`src/rtl/reservation_station_bank_if.sv`:
```
`default_nettype none
// ============================================================================
// Module  : reservation_station_bank_if
// Desc    : Dispatch, CDB and per-class issue bundle for the RS bank.
//           FLUSH is present only when RS_FLUSH_EN is defined.
// Rev     : 1.0
// ============================================================================
interface reservation_station_bank_if #(
  parameter int DATA_W = 32,
  parameter int OPC_W  = 7,
  parameter int TAG_W  = 3
);
  logic              disp_valid;
  logic [TAG_W-1:0]  disp_rs;
  logic [OPC_W-1:0]  disp_opcode;
  logic [TAG_W-1:0]  disp_qj;
  logic [TAG_W-1:0]  disp_qk;
  logic [DATA_W-1:0] disp_vj;
  logic [DATA_W-1:0] disp_vk;
  logic [DATA_W-1:0] disp_imm;

  logic              cdb_valid;
  logic [TAG_W-1:0]  cdb_tag;
  logic [DATA_W-1:0] cdb_data;

  logic [5:0]        rs_busy;
  logic              disp_err;

  logic              st_valid, st_ready;
  logic [TAG_W-1:0]  st_tag;
  logic [OPC_W-1:0]  st_opc;
  logic [DATA_W-1:0] st_vj, st_vk, st_imm;

  logic              ld_valid, ld_ready;
  logic [TAG_W-1:0]  ld_tag;
  logic [OPC_W-1:0]  ld_opc;
  logic [DATA_W-1:0] ld_vj, ld_vk, ld_imm;

  logic              alu_valid, alu_ready;
  logic [TAG_W-1:0]  alu_tag;
  logic [OPC_W-1:0]  alu_opc;
  logic [DATA_W-1:0] alu_vj, alu_vk, alu_imm;

`ifdef RS_FLUSH_EN
  logic              flush;
`endif

  modport master (
`ifdef RS_FLUSH_EN
    output flush,
`endif
    output disp_valid, disp_rs, disp_opcode, disp_qj, disp_qk, disp_vj, disp_vk, disp_imm,
    output cdb_valid, cdb_tag, cdb_data,
    output st_ready, ld_ready, alu_ready,
    input  rs_busy, disp_err,
    input  st_valid, st_tag, st_opc, st_vj, st_vk, st_imm,
    input  ld_valid, ld_tag, ld_opc, ld_vj, ld_vk, ld_imm,
    input  alu_valid, alu_tag, alu_opc, alu_vj, alu_vk, alu_imm
  );

  modport slave (
`ifdef RS_FLUSH_EN
    input  flush,
`endif
    input  disp_valid, disp_rs, disp_opcode, disp_qj, disp_qk, disp_vj, disp_vk, disp_imm,
    input  cdb_valid, cdb_tag, cdb_data,
    input  st_ready, ld_ready, alu_ready,
    output rs_busy, disp_err,
    output st_valid, st_tag, st_opc, st_vj, st_vk, st_imm,
    output ld_valid, ld_tag, ld_opc, ld_vj, ld_vk, ld_imm,
    output alu_valid, alu_tag, alu_opc, alu_vj, alu_vk, alu_imm
  );
endinterface
`default_nettype wire

```
`src/rtl/reservation_station_bank.sv`:
```
`default_nettype none
// ============================================================================
// Module  : reservation_station_bank
// Desc    : Six-slot Tomasulo RS bank: dispatch, CDB wakeup/free, age-ordered
//           issue to store/load/ALU. RS_FLUSH_EN adds a global flush input.
// Rev     : 1.0
// ============================================================================
module reservation_station_bank #(
  parameter int DATA_W = 32,
  parameter int OPC_W  = 7,
  parameter int TAG_W  = 3
) (
  input  logic                      clk_i,
  input  logic                      rst_n_i,
  reservation_station_bank_if.slave rs_io
);
  localparam int c_num_rs  = 6;
  localparam int c_num_cls = 3;

  logic [c_num_rs-1:0] busy_q, busy_d, issued_q, issued_d, age_q, age_d;
  logic [OPC_W-1:0]    opc_q [c_num_rs];
  logic [OPC_W-1:0]    opc_d [c_num_rs];
  logic [TAG_W-1:0]    qj_q  [c_num_rs];
  logic [TAG_W-1:0]    qj_d  [c_num_rs];
  logic [TAG_W-1:0]    qk_q  [c_num_rs];
  logic [TAG_W-1:0]    qk_d  [c_num_rs];
  logic [DATA_W-1:0]   vj_q  [c_num_rs];
  logic [DATA_W-1:0]   vj_d  [c_num_rs];
  logic [DATA_W-1:0]   vk_q  [c_num_rs];
  logic [DATA_W-1:0]   vk_d  [c_num_rs];
  logic [DATA_W-1:0]   imm_q [c_num_rs];
  logic [DATA_W-1:0]   imm_d [c_num_rs];
  logic                disp_err_q, disp_err_d;

  logic [c_num_rs-1:0]  w_ready;
  logic [c_num_cls-1:0] w_iss_valid, w_fu_ready;
  logic [2:0]           w_iss_sel [c_num_cls];
  logic [TAG_W-1:0]     w_iss_tag [c_num_cls];
  logic [OPC_W-1:0]     w_iss_opc [c_num_cls];
  logic [DATA_W-1:0]    w_iss_vj  [c_num_cls];
  logic [DATA_W-1:0]    w_iss_vk  [c_num_cls];
  logic [DATA_W-1:0]    w_iss_imm [c_num_cls];
  logic                 w_flush, w_disp_ok, w_cdb_hit, w_cap_j, w_cap_k;
  logic [2:0]           w_slot;

`ifdef RS_FLUSH_EN
  assign w_flush = rs_io.flush;
`else
  assign w_flush = 1'b0;
`endif

  assign w_slot    = 3'(rs_io.disp_rs - TAG_W'(1));
  assign w_cdb_hit = rs_io.cdb_valid && (rs_io.cdb_tag != '0);
  assign w_cap_j   = w_cdb_hit && (rs_io.disp_qj == rs_io.cdb_tag);
  assign w_cap_k   = w_cdb_hit && (rs_io.disp_qk == rs_io.cdb_tag);
  // A slot freed by the CDB this cycle still reads busy, so its dispatch drops.
  assign w_disp_ok = rs_io.disp_valid && !w_flush &&
                     (rs_io.disp_rs >= TAG_W'(1)) && (rs_io.disp_rs <= TAG_W'(c_num_rs)) &&
                     !busy_q[w_slot];

  always_comb begin
    for (int i = 0; i < c_num_rs; i++) begin
      w_ready[i] = busy_q[i] && !issued_q[i] && (qj_q[i] == '0) && (qk_q[i] == '0);
    end
  end

  for (genvar c = 0; c < c_num_cls; c++) begin : g_class
    localparam int c_lo = 2 * c;
    localparam int c_hi = 2 * c + 1;
    logic w_pick_hi;
    // Upper slot wins only when it is strictly older; equal age goes low.
    assign w_pick_hi      = w_ready[c_hi] && (!w_ready[c_lo] || (age_q[c_hi] && !age_q[c_lo]));
    assign w_iss_valid[c] = w_ready[c_lo] || w_ready[c_hi];
    assign w_iss_sel[c]   = w_pick_hi ? 3'(c_hi) : 3'(c_lo);
    assign w_iss_tag[c]   = w_iss_valid[c] ? TAG_W'(w_iss_sel[c]) + TAG_W'(1) : '0;
    assign w_iss_opc[c]   = w_iss_valid[c] ? opc_q[w_iss_sel[c]] : '0;
    assign w_iss_vj[c]    = w_iss_valid[c] ? vj_q[w_iss_sel[c]]  : '0;
    assign w_iss_vk[c]    = w_iss_valid[c] ? vk_q[w_iss_sel[c]]  : '0;
    assign w_iss_imm[c]   = w_iss_valid[c] ? imm_q[w_iss_sel[c]] : '0;
  end

  assign w_fu_ready = {rs_io.alu_ready, rs_io.ld_ready, rs_io.st_ready};

  always_comb begin
    busy_d   = busy_q;
    issued_d = issued_q;
    age_d    = age_q;
    opc_d    = opc_q;
    qj_d     = qj_q;
    qk_d     = qk_q;
    vj_d     = vj_q;
    vk_d     = vk_q;
    imm_d    = imm_q;

    for (int c = 0; c < c_num_cls; c++) begin
      if (w_iss_valid[c] && w_fu_ready[c]) issued_d[w_iss_sel[c]] = 1'b1;
    end

    for (int i = 0; i < c_num_rs; i++) begin
      if (busy_q[i] && w_cdb_hit && (qj_q[i] == rs_io.cdb_tag)) begin
        qj_d[i] = '0;
        vj_d[i] = rs_io.cdb_data;
      end
      if (busy_q[i] && w_cdb_hit && (qk_q[i] == rs_io.cdb_tag)) begin
        qk_d[i] = '0;
        vk_d[i] = rs_io.cdb_data;
      end
      if (rs_io.cdb_valid && (rs_io.cdb_tag == TAG_W'(i + 1))) begin
        busy_d[i]   = 1'b0;
        issued_d[i] = 1'b0;
      end
    end

    if (w_disp_ok) begin
      busy_d[w_slot]   = 1'b1;
      issued_d[w_slot] = 1'b0;
      opc_d[w_slot]    = rs_io.disp_opcode;
      imm_d[w_slot]    = rs_io.disp_imm;
      qj_d[w_slot]     = w_cap_j ? '0 : rs_io.disp_qj;
      vj_d[w_slot]     = w_cap_j ? rs_io.cdb_data : rs_io.disp_vj;
      qk_d[w_slot]     = w_cap_k ? '0 : rs_io.disp_qk;
      vk_d[w_slot]     = w_cap_k ? rs_io.cdb_data : rs_io.disp_vk;
      // The surviving partner, if any, becomes the older of the pair.
      if (busy_d[w_slot ^ 3'd1]) begin
        age_d[w_slot]         = 1'b0;
        age_d[w_slot ^ 3'd1]  = 1'b1;
      end else begin
        age_d[w_slot] = 1'b1;
      end
    end

    if (w_flush) begin
      busy_d   = '0;
      issued_d = '0;
    end

    disp_err_d = rs_io.disp_valid && !w_disp_ok && !w_flush;
  end

  always_ff @(posedge clk_i or negedge rst_n_i) begin
    if (!rst_n_i) begin
      busy_q     <= '0;
      issued_q   <= '0;
      age_q      <= '0;
      disp_err_q <= 1'b0;
      opc_q      <= '{default: '0};
      qj_q       <= '{default: '0};
      qk_q       <= '{default: '0};
      vj_q       <= '{default: '0};
      vk_q       <= '{default: '0};
      imm_q      <= '{default: '0};
    end else begin
      busy_q     <= busy_d;
      issued_q   <= issued_d;
      age_q      <= age_d;
      disp_err_q <= disp_err_d;
      opc_q      <= opc_d;
      qj_q       <= qj_d;
      qk_q       <= qk_d;
      vj_q       <= vj_d;
      vk_q       <= vk_d;
      imm_q      <= imm_d;
    end
  end

  assign rs_io.rs_busy   = busy_q;
  assign rs_io.disp_err  = disp_err_q;

  assign rs_io.st_valid  = w_iss_valid[0];
  assign rs_io.st_tag    = w_iss_tag[0];
  assign rs_io.st_opc    = w_iss_opc[0];
  assign rs_io.st_vj     = w_iss_vj[0];
  assign rs_io.st_vk     = w_iss_vk[0];
  assign rs_io.st_imm    = w_iss_imm[0];

  assign rs_io.ld_valid  = w_iss_valid[1];
  assign rs_io.ld_tag    = w_iss_tag[1];
  assign rs_io.ld_opc    = w_iss_opc[1];
  assign rs_io.ld_vj     = w_iss_vj[1];
  assign rs_io.ld_vk     = w_iss_vk[1];
  assign rs_io.ld_imm    = w_iss_imm[1];

  assign rs_io.alu_valid = w_iss_valid[2];
  assign rs_io.alu_tag   = w_iss_tag[2];
  assign rs_io.alu_opc   = w_iss_opc[2];
  assign rs_io.alu_vj    = w_iss_vj[2];
  assign rs_io.alu_vk    = w_iss_vk[2];
  assign rs_io.alu_imm   = w_iss_imm[2];
endmodule
`default_nettype wire
```
`src/flat_wrapper.sv`:
```
// flat-port wrapper written by rule: the top's interface ports become plain ports
module reservation_station_bank_flat 
#(
  parameter int DATA_W = 32,
  parameter int OPC_W  = 7,
  parameter int TAG_W  = 3
)
  (clk_i, rst_n_i, rs_io_disp_valid, rs_io_disp_rs, rs_io_disp_opcode, rs_io_disp_qj, rs_io_disp_qk, rs_io_disp_vj, rs_io_disp_vk, rs_io_disp_imm, rs_io_cdb_valid, rs_io_cdb_tag, rs_io_cdb_data, rs_io_st_ready, rs_io_ld_ready, rs_io_alu_ready, rs_io_rs_busy, rs_io_disp_err, rs_io_st_valid, rs_io_st_tag, rs_io_st_opc, rs_io_st_vj, rs_io_st_vk, rs_io_st_imm, rs_io_ld_valid, rs_io_ld_tag, rs_io_ld_opc, rs_io_ld_vj, rs_io_ld_vk, rs_io_ld_imm, rs_io_alu_valid, rs_io_alu_tag, rs_io_alu_opc, rs_io_alu_vj, rs_io_alu_vk, rs_io_alu_imm);
  reservation_station_bank_if #(.DATA_W(DATA_W), .OPC_W(OPC_W), .TAG_W(TAG_W)) rs_io_i ();
  input  logic clk_i;
  input  logic rst_n_i;
  input wire logic [$bits(rs_io_i.disp_valid)-1:0] rs_io_disp_valid;
  input wire logic [$bits(rs_io_i.disp_rs)-1:0] rs_io_disp_rs;
  input wire logic [$bits(rs_io_i.disp_opcode)-1:0] rs_io_disp_opcode;
  input wire logic [$bits(rs_io_i.disp_qj)-1:0] rs_io_disp_qj;
  input wire logic [$bits(rs_io_i.disp_qk)-1:0] rs_io_disp_qk;
  input wire logic [$bits(rs_io_i.disp_vj)-1:0] rs_io_disp_vj;
  input wire logic [$bits(rs_io_i.disp_vk)-1:0] rs_io_disp_vk;
  input wire logic [$bits(rs_io_i.disp_imm)-1:0] rs_io_disp_imm;
  input wire logic [$bits(rs_io_i.cdb_valid)-1:0] rs_io_cdb_valid;
  input wire logic [$bits(rs_io_i.cdb_tag)-1:0] rs_io_cdb_tag;
  input wire logic [$bits(rs_io_i.cdb_data)-1:0] rs_io_cdb_data;
  input wire logic [$bits(rs_io_i.st_ready)-1:0] rs_io_st_ready;
  input wire logic [$bits(rs_io_i.ld_ready)-1:0] rs_io_ld_ready;
  input wire logic [$bits(rs_io_i.alu_ready)-1:0] rs_io_alu_ready;
  output wire logic [$bits(rs_io_i.rs_busy)-1:0] rs_io_rs_busy;
  output wire logic [$bits(rs_io_i.disp_err)-1:0] rs_io_disp_err;
  output wire logic [$bits(rs_io_i.st_valid)-1:0] rs_io_st_valid;
  output wire logic [$bits(rs_io_i.st_tag)-1:0] rs_io_st_tag;
  output wire logic [$bits(rs_io_i.st_opc)-1:0] rs_io_st_opc;
  output wire logic [$bits(rs_io_i.st_vj)-1:0] rs_io_st_vj;
  output wire logic [$bits(rs_io_i.st_vk)-1:0] rs_io_st_vk;
  output wire logic [$bits(rs_io_i.st_imm)-1:0] rs_io_st_imm;
  output wire logic [$bits(rs_io_i.ld_valid)-1:0] rs_io_ld_valid;
  output wire logic [$bits(rs_io_i.ld_tag)-1:0] rs_io_ld_tag;
  output wire logic [$bits(rs_io_i.ld_opc)-1:0] rs_io_ld_opc;
  output wire logic [$bits(rs_io_i.ld_vj)-1:0] rs_io_ld_vj;
  output wire logic [$bits(rs_io_i.ld_vk)-1:0] rs_io_ld_vk;
  output wire logic [$bits(rs_io_i.ld_imm)-1:0] rs_io_ld_imm;
  output wire logic [$bits(rs_io_i.alu_valid)-1:0] rs_io_alu_valid;
  output wire logic [$bits(rs_io_i.alu_tag)-1:0] rs_io_alu_tag;
  output wire logic [$bits(rs_io_i.alu_opc)-1:0] rs_io_alu_opc;
  output wire logic [$bits(rs_io_i.alu_vj)-1:0] rs_io_alu_vj;
  output wire logic [$bits(rs_io_i.alu_vk)-1:0] rs_io_alu_vk;
  output wire logic [$bits(rs_io_i.alu_imm)-1:0] rs_io_alu_imm;
  assign rs_io_i.disp_valid = rs_io_disp_valid;
  assign rs_io_i.disp_rs = rs_io_disp_rs;
  assign rs_io_i.disp_opcode = rs_io_disp_opcode;
  assign rs_io_i.disp_qj = rs_io_disp_qj;
  assign rs_io_i.disp_qk = rs_io_disp_qk;
  assign rs_io_i.disp_vj = rs_io_disp_vj;
  assign rs_io_i.disp_vk = rs_io_disp_vk;
  assign rs_io_i.disp_imm = rs_io_disp_imm;
  assign rs_io_i.cdb_valid = rs_io_cdb_valid;
  assign rs_io_i.cdb_tag = rs_io_cdb_tag;
  assign rs_io_i.cdb_data = rs_io_cdb_data;
  assign rs_io_i.st_ready = rs_io_st_ready;
  assign rs_io_i.ld_ready = rs_io_ld_ready;
  assign rs_io_i.alu_ready = rs_io_alu_ready;
  assign rs_io_rs_busy = rs_io_i.rs_busy;
  assign rs_io_disp_err = rs_io_i.disp_err;
  assign rs_io_st_valid = rs_io_i.st_valid;
  assign rs_io_st_tag = rs_io_i.st_tag;
  assign rs_io_st_opc = rs_io_i.st_opc;
  assign rs_io_st_vj = rs_io_i.st_vj;
  assign rs_io_st_vk = rs_io_i.st_vk;
  assign rs_io_st_imm = rs_io_i.st_imm;
  assign rs_io_ld_valid = rs_io_i.ld_valid;
  assign rs_io_ld_tag = rs_io_i.ld_tag;
  assign rs_io_ld_opc = rs_io_i.ld_opc;
  assign rs_io_ld_vj = rs_io_i.ld_vj;
  assign rs_io_ld_vk = rs_io_i.ld_vk;
  assign rs_io_ld_imm = rs_io_i.ld_imm;
  assign rs_io_alu_valid = rs_io_i.alu_valid;
  assign rs_io_alu_tag = rs_io_i.alu_tag;
  assign rs_io_alu_opc = rs_io_i.alu_opc;
  assign rs_io_alu_vj = rs_io_i.alu_vj;
  assign rs_io_alu_vk = rs_io_i.alu_vk;
  assign rs_io_alu_imm = rs_io_i.alu_imm;
  reservation_station_bank #(.DATA_W(DATA_W), .OPC_W(OPC_W), .TAG_W(TAG_W)) u_core (.clk_i(clk_i), .rst_n_i(rst_n_i), .rs_io(rs_io_i));
endmodule
```
`config.mk`:
```
export PLATFORM = sky130hd
export DESIGN_NAME = reservation_station_bank_flat
export DESIGN_NICKNAME = d
export VERILOG_FILES = /design/src/rtl/reservation_station_bank_if.sv /design/src/rtl/reservation_station_bank.sv /design/src/flat_wrapper.sv
export SDC_FILE = /design/constraint.sdc
export NUM_CORES = 2
export LEC_CHECK = 0
export BUFFER_PORTS_ARGS = -buffer_cell sky130_fd_sc_hd__buf_2
export CORE_ASPECT_RATIO = 1.4
export CORE_MARGIN = 2
export CORE_UTILIZATION = 50
export CTS_CLUSTER_DIAMETER = 200
export DETAILED_ROUTE_END_ITERATION = 12
export GPL_TIMING_DRIVEN = 0
export PLACE_DENSITY_LB_ADDON = 0.12
export SYNTH_ARGS = -nofsm -noshare
export SYNTH_HDL_FRONTEND = slang
export SYNTH_SLANG_ARGS = --single-unit
export TNS_END_PERCENT = 5
```
`constraint.sdc`:
```
create_clock -name clk_i -period 3.8 [get_ports clk_i]
set_input_delay 1.14 -clock clk_i [delete_from_list [all_inputs] [get_ports clk_i]]
set_output_delay 1.14 -clock clk_i [all_outputs]
set_load 0.02 [all_outputs]
```
# --- Yosys cells after proc, flatten, opt, wreduce, memory -nomap -nowiden ---
# Index checks and enable logic that the tools add are counted.
op_classes:
  order_cmp: 17
  eq_ne: 20
  n_reduce_logical: 97
  multipliers: 0
  div: 0
  add_sub_neg: 4
  n_shift: 0
  muxes: 130
  n_bitwise: 14
ops:
  columns: ["operator", "n"]
  rows:
  - ["$mux W32", 42]
  - ["$bmux W32 S3", 9]
  - ["$bwmux W192", 3]
  - ["$mux W192", 2]
  - ["$demux W32 S3", 1]
  - ["$mux W7", 10]
  - ["$logic_and A1 B1 Y1", 64]
  - ["$bmux W7 S3", 3]
  - ["$mux W3", 18]
  - ["$bwmux W42", 1]
  - ["$eq A3 B3 Y1", 14]
  - ["$bwmux W18", 2]
  - ["$logic_not A3 Y1", 12]
  - ["$mux W18", 2]
  - ["$mux W6", 6]
  - ["$or A6 B6 Y6", 6]
  - ["$mux W1", 22]
  - ["$demux W7 S3", 1]
  - ["$lt A3 B4 Y1 const B", 5]
  - ["$ge A3 B1 Y1 const B", 6]
  - ["$ge A4 B4 Y1 const B", 4]
  - ["$not A3 Y4", 4]
  - ["$demux W1 S3", 5]
  - ["$logic_not A1 Y1", 14]
  - ["other kinds (14)", 26]
word_totals:
  in_bits: 154
  ramBits: 0
  word_cells: 322
  rom_bits: 0
  reg_bits: 673
  mem_count: 0
  latch_bits: 0

# --- Logic depth before layout (Yosys ltp) ---
logic_depth:
  word_depth: 21
  ltp_mapped: 11
  mapped_depth_nobuf: 7

# --- Least setup slack after synthesis ---
# OpenSTA, ideal clock, no wires.
synth_timing:
  path_kind: "register to output"
  from: "reg u_core.busy_q[0], in the netlist u_core.rs_io.rs_busy[0]"
  to: "out rs_io_st_vk[17]"
  arrival_ps: 2356
  slack_ps: 304
  path_stages_with_launch: 9
  required_ps: 2660
  path_cell_list: "dfrtp_1 > clkbuf_1 > nor4b_1 > nand2_1 > nand2_1 > clkbuf_1 > buf_1 > nand2_1 > o21ai_0"
synth_between:
  elab_chain_len: 12
  elab_cells_between_ends: 13
synth_rtl:
  columns: ["element", "line_no", "source"]
  rows:
  - ["start, declared", "reservation_station_bank.sv:20", "logic [c_num_rs-1:0] busy_q, busy_d, issued_q, issued_d, age_q, age_d;"]
  - ["start signal, assigned", "reservation_station_bank.sv:153", "busy_q <= busy_d;"]
  - ["$logic_and A1 B1 Y1 (*) (3 in series)", "reservation_station_bank.sv:63", "w_ready[i] = busy_q[i] && !issued_q[i] && (qj_q[i] == '0) && (qk_q[i] == '0);"]
  - ["$logic_not A1 Y1", "reservation_station_bank.sv:72", "assign w_pick_hi = w_ready[c_hi] && (!w_ready[c_lo] || (age_q[c_hi] && !age_q[c_lo]));"]
  - ["$logic_or A1 B1 Y1", "reservation_station_bank.sv:72", null]
  - ["$logic_and A1 B1 Y1", "reservation_station_bank.sv:72", null]
  - ["$mux W1", "reservation_station_bank.sv:74", "assign w_iss_sel[c] = w_pick_hi ? 3'(c_hi) : 3'(c_lo);"]
  - ["$not A3 Y4 (not written as such)", "reservation_station_bank.sv:78", "assign w_iss_vk[c] = w_iss_valid[c] ? vk_q[w_iss_sel[c]] : '0;"]
  - ["$bmux W32 S3", "reservation_station_bank.sv:78", null]
  - ["$mux W32 (not written as such) (2 in series)", "reservation_station_bank.sv:78", null]
  - ["$mux W32 (*)", "reservation_station_bank.sv:78", null]
  - ["end, declared", "flat_wrapper.sv:32", "output wire logic [$bits(rs_io_i.st_vk)-1:0] rs_io_st_vk;"]
# Mark *: on every way between the ends. The rest lies on a longest branch, timed or not. The select of a mux whose other input is x is not followed.

# --- Worst setup path after layout ---
layout_timing:
  from: "reg u_core.qj_q[11] in the netlist's numbering"
  to: "out rs_io_ld_vk[16]"
layout_between:
  elab_chain_len: 12
  elab_cells_between_ends: 13
layout_rtl:
  columns: ["element", "line_no", "source"]
  rows:
  - ["start, declared", "reservation_station_bank.sv:23", "logic [TAG_W-1:0] qj_q [c_num_rs];"]
  - ["start signal, assigned", "reservation_station_bank.sv:158", "qj_q <= qj_d;"]
  - ["$logic_not A3 Y1 (*)", "reservation_station_bank.sv:63", null]
  - ["$logic_and A1 B1 Y1 (*) (2 in series)", "reservation_station_bank.sv:63", null]
  - ["$logic_not A1 Y1", "reservation_station_bank.sv:72", null]
  - ["$logic_or A1 B1 Y1", "reservation_station_bank.sv:72", null]
  - ["$logic_and A1 B1 Y1", "reservation_station_bank.sv:72", null]
  - ["$mux W1", "reservation_station_bank.sv:74", null]
  - ["$not A3 Y4 (not written as such)", "reservation_station_bank.sv:78", null]
  - ["$bmux W32 S3", "reservation_station_bank.sv:78", null]
  - ["$mux W32 (not written as such) (2 in series)", "reservation_station_bank.sv:78", null]
  - ["$mux W32 (*)", "reservation_station_bank.sv:78", null]
  - ["end, declared", "flat_wrapper.sv:38", "output wire logic [$bits(rs_io_i.ld_vk)-1:0] rs_io_ld_vk;"]
# Marks and branches as above.

==> flow_metrics.py <==
metrics = {
    "outcome": {
        "status": "finished, violations left",
        "violations": "setup timing",
    },
    "cells_and_area": {
        "final_util": 0.664,
        "ff_latch_area_um2": 16800,
        "nFillCells": 5498,
        "synthToLayoutAreaGrowth_pct": 31.7,
        "drive_above_1_share": 0.371,
        "multi_input_comb_area_um2": 16500,
        "final_cells": 4979,
        "fin_nets": 4222,
    },
    "routing": {
        "wl_mm": 138,
        "dr_wl_met2_mm": 64.3,
        "dr.first_iter.drc_count": 3266,
        "vias": 31762,
        "met1_length_mm": 51.9,
        "dr.pass1.iters": 8,
        "highest_layer": "met5",
        "drc": 0,
        "wl_per_cell_um": 27.8,
        "dr_wl_met3_mm": 12.9,
        "antenna_left": 0,
        "viasPerCell": 6.38,
    },
    "critical_path": {
        "cp-end-kind": "output port",
        "rrSetupSlack_ns": 0.73,
        "worstPathArrival_ns": 2.77,
        "r2r_cells": 6,
        "r2r-start": "u_core.rs_io.rs_busy[4]",
        "worstSetupPathType": "flop to output port",
        "critPathMaxFanout": 8,
        "r2r-end": "u_core.vj_q[55]",
        "required_ns": 2.66,
        "cp-start-kind": "flop",
    },
    "sta": {
        "slew_headroom": 0.229,
        "skew_ns": 0.0276,
        "post-route-min-period_ns": 3.91,
        "setup_ws_ns": -0.110,
        "min_period_over_period": 1.03,
        "slew_violations": 0,
        "holdWs_ns": 0.414,
        "finalSetupViolations": 105,
        "max_freq_mhz": 256,
        "finalHoldViolCount": 0,
        "rsz0062_at_grt": "true",
        "max_slew.worst_pin.slew_ns": 1.15,
    },
    "synthesis": {
        "yosys_warnings": 0,
        "ys_seq_area_frac": 0.503,
        "syn_inst": 3445,
        "synth-main-ff-cell": "dfrtp_1",
        "ys_types": 71,
        "syn-mean-instance-area_um2": 9.72,
        "synth-seq-cells": 673,
        "async_flop_share": 1.00,
        "synth_edf_count": 0,
        "synth_area_um2": 33500,
        "synth_nets": 3602,
    },
    "floorplanning": {
        "core_um2": 66400,
        "start_util": 0.504,
        "ios": 482,
        "fp.dieW_um": 223,
        "die-height_um": 310,
        "die_area_um2": 69100,
        "rows": 112,
    },
    "grt": {
        "antenna_found_initial": 22,
        "grt_max_degree": 122,
        "grt_pass1_wl_mm": 200,
        "grt_pass1_vias": 31229,
        "grt_usage": 0.390,
        "grt_overflow_total": 0,
    },
    "worst_hold_path": {
        "holdCritPathClass": "input pin to asynchronous set/reset pin",
    },
    "power_and_ir_drop": {
        "power.density_nw_per_um2": 763,
        "total_power_mw": 33.7,
        "ir_worst_vdd_uv": 503,
        "p_leak_nw": 19.3,
    },
    "clock_network": {
        "clkLatencyLatePin_ns": 0.63,
        "root_buffer": "clkbuf_16",
        "clock_path_buffers": 3,
        "clkTransAtPathRegs_ns": 0.07,
        "htree_num_levels": 3,
        "cts.sinks": 673,
        "ctsHoldBuffers": 0,
        "cts_buffers": 69,
        "cts_tree": "built",
    },
    "job": {
        "drv_cap": 0,
    },
    "placement": {
        "place.gp.congestion": 0.927,
        "dp_hpwl_mm": 97.4,
        "dp_cells": 4784,
        "portBuffers": 478,
    },
}
==> kinds of logic (layout without fill, tap and decap cells) <==
group / count (synthesis) / count (layout) / share of synthesized area
DFF: 673 / 673 / 0.503
buffers and inverters: 367 / 1039 / 0.0499
adders and majority gates: 3 / 3 / 0.00112
AOI/OAI and AO/OA: 808 / 808 / 0.184
other: 1 / 8 / 0.000112
xor gates and xnor gates: 44 / 44 / 0.0120
and+or+nand+nor: 1352 / 1352 / 0.184
muxes: 197 / 197 / 0.0663
==> stage by stage <==
step / area [um2] / setup TNS (ns) / worst slack, ns
after floorplan: 33500 / 0 / 0.304
after global placement: 36900 / -9202.54 / -12.99
after detailed placement: 37100 / -541.49 / -2.16
after CTS: 42600 / -2.34 / -0.0558
after global routing: 44100 / -19.21 / -0.153
final: 44100 / -4.18 / -0.110
==> critical path, cell delays in order, from the launching register on <==
cell,delay (ns)
dfrtp_1,0.43
nor4_4,0.41
a31oi_4,0.21
clkbuf_16,0.24
clkbuf_16,0.19
buf_12,0.13
clkbuf_8,0.16
o21ai_2,0.23
buf_6,0.16
==> registers in the layout (all words and copies together) (netlist names), named ones only <==
| name | cells |
|---|---|
| u_core.imm_q | 192 |
| u_core.vk_q | 192 |
| u_core.vj_q | 192 |
| u_core.issued_q | 6 |
| u_core.opc_q | 42 |
| u_core.rs_io.rs_busy | 6 |
| u_core.rs_io.disp_err | 1 |
| u_core.qk_q | 18 |
| u_core.qj_q | 18 |
==> layer usage <==
layer,vias up,track usage
li1,13753,-
met1,15823,0.484
met2,1740,0.621
met3,418,0.0986
met4,28,0.229
met5,-,0
==> timing repair <==
item / 4_1_cts / 5_1_grt
setup buffers: 33 / 11
cloned: 15 / 10
gates resized for setup: 943 / 425
pin swaps: 15 / 23
setup endpoints to repair: 320 / 330
==> final cells by class <==
cell class                      count  area share
Sequential cell                   673       0.382
Multi-Input combinational cell   2405       0.375
Timing Repair Buffer              553       0.104
Buffer                            354      0.0609
Clock buffer                       99      0.0470
Tap cell                          855      0.0243
Clock inverter                     24     0.00564
Inverter                            9    0.000766
Antenna cell                        7    0.000397
==> where the power goes <==
group	leakage [nW]	total, mW	switching, mW	internal, mW
registers	8.05	12.3	2.07	10.3
logic	10.1	14.2	7.68	6.49
clock network	1.15	7.14	3.06	4.08
==> how the worst max path moves through the flow <==
stage | from | to | slack, ns
2_1_floorplan | u_core.rs_io.rs_busy[0] | rs_io_st_vk[17] | 0.30
3_3_place_gp | rst_n_i | u_core.vk_q[39] | -12.99
3_5_place_dp | u_core.rs_io.rs_busy[3] | rs_io_ld_vk[19] | -2.16
4_1_cts | u_core.qk_q[8] | rs_io_ld_vk[25] | -0.06
5_1_grt | u_core.qj_q[6] | rs_io_ld_vj[21] | -0.15
6_report | u_core.qj_q[11] | rs_io_ld_vk[16] | -0.11
==> placed cells by master (no fill, tap or decap), types with 8 or more instances in the layout <==
cell type / synthesis / routed
buf_4: 11 / 175
buf_12: 0 / 17
clkinv_2: 0 / 11
nand2_4: 0 / 16
a21oi_1: 15 / 14
or3_1: 64 / 64
clkbuf_4: 0 / 11
xor2_1: 36 / 36
o21ai_2: 2 / 145
clkbuf_16: 0 / 105
clkbuf_8: 0 / 30
o21ai_4: 0 / 42
inv_1: 8 / 8
a221o_1: 159 / 159
o221a_1: 54 / 54
clkbuf_1: 204 / 131
o21ai_1: 3 / 66
buf_8: 0 / 14
o221a_2: 106 / 106
or4_1: 105 / 105
nand2_1: 808 / 697
clkbuf_2: 0 / 10
nor2_1: 164 / 164
buf_2: 117 / 324
nor3_1: 62 / 62
nand4_1: 8 / 8
mux2_1: 10 / 10
o211a_1: 10 / 10
o22ai_1: 70 / 70
o21ai_0: 341 / 93
o211ai_1: 18 / 18
buf_6: 14 / 177
dfrtp_1: 673 / 666
nand2_2: 1 / 95
nand3_1: 24 / 24
mux2_2: 185 / 185
and3_1: 70 / 70
==> synth_stat cells, drive strengths merged, types with 2 or more instances <==
cell    instances  area [um2]
xnor2           7        68.8
buf           154         871
nor2          165         622
nor4           10        68.8
o31a            4        35.0
a21oi          15        75.1
o21ai         346        1740
dfrtp         673       16800
or4bb           2        22.5
nor4b           8        76.3
nor3           63         320
a31oi           7        50.1
clkbuf        204         766
and3           71         449
o31ai           3        37.5
nand2         809        3040
o221a         160        1800
and4            3        26.3
a21o            3        22.5
o22ai          70         438
a41oi           3        26.3
nand2b          4        25.0
a221o         159        1590
o211a          10         100
ha              3        37.5
nand3          26         140
xor2           37         332
inv             9        33.8
o211ai         18         135
or4           106         800
or3            64         400
a21boi          4        56.3
and3b           3        26.3
nand4           8        50.1
mux2          196        2210
nand4b          5        43.8
Note: power is estimated with default switching activity, not from simulation.
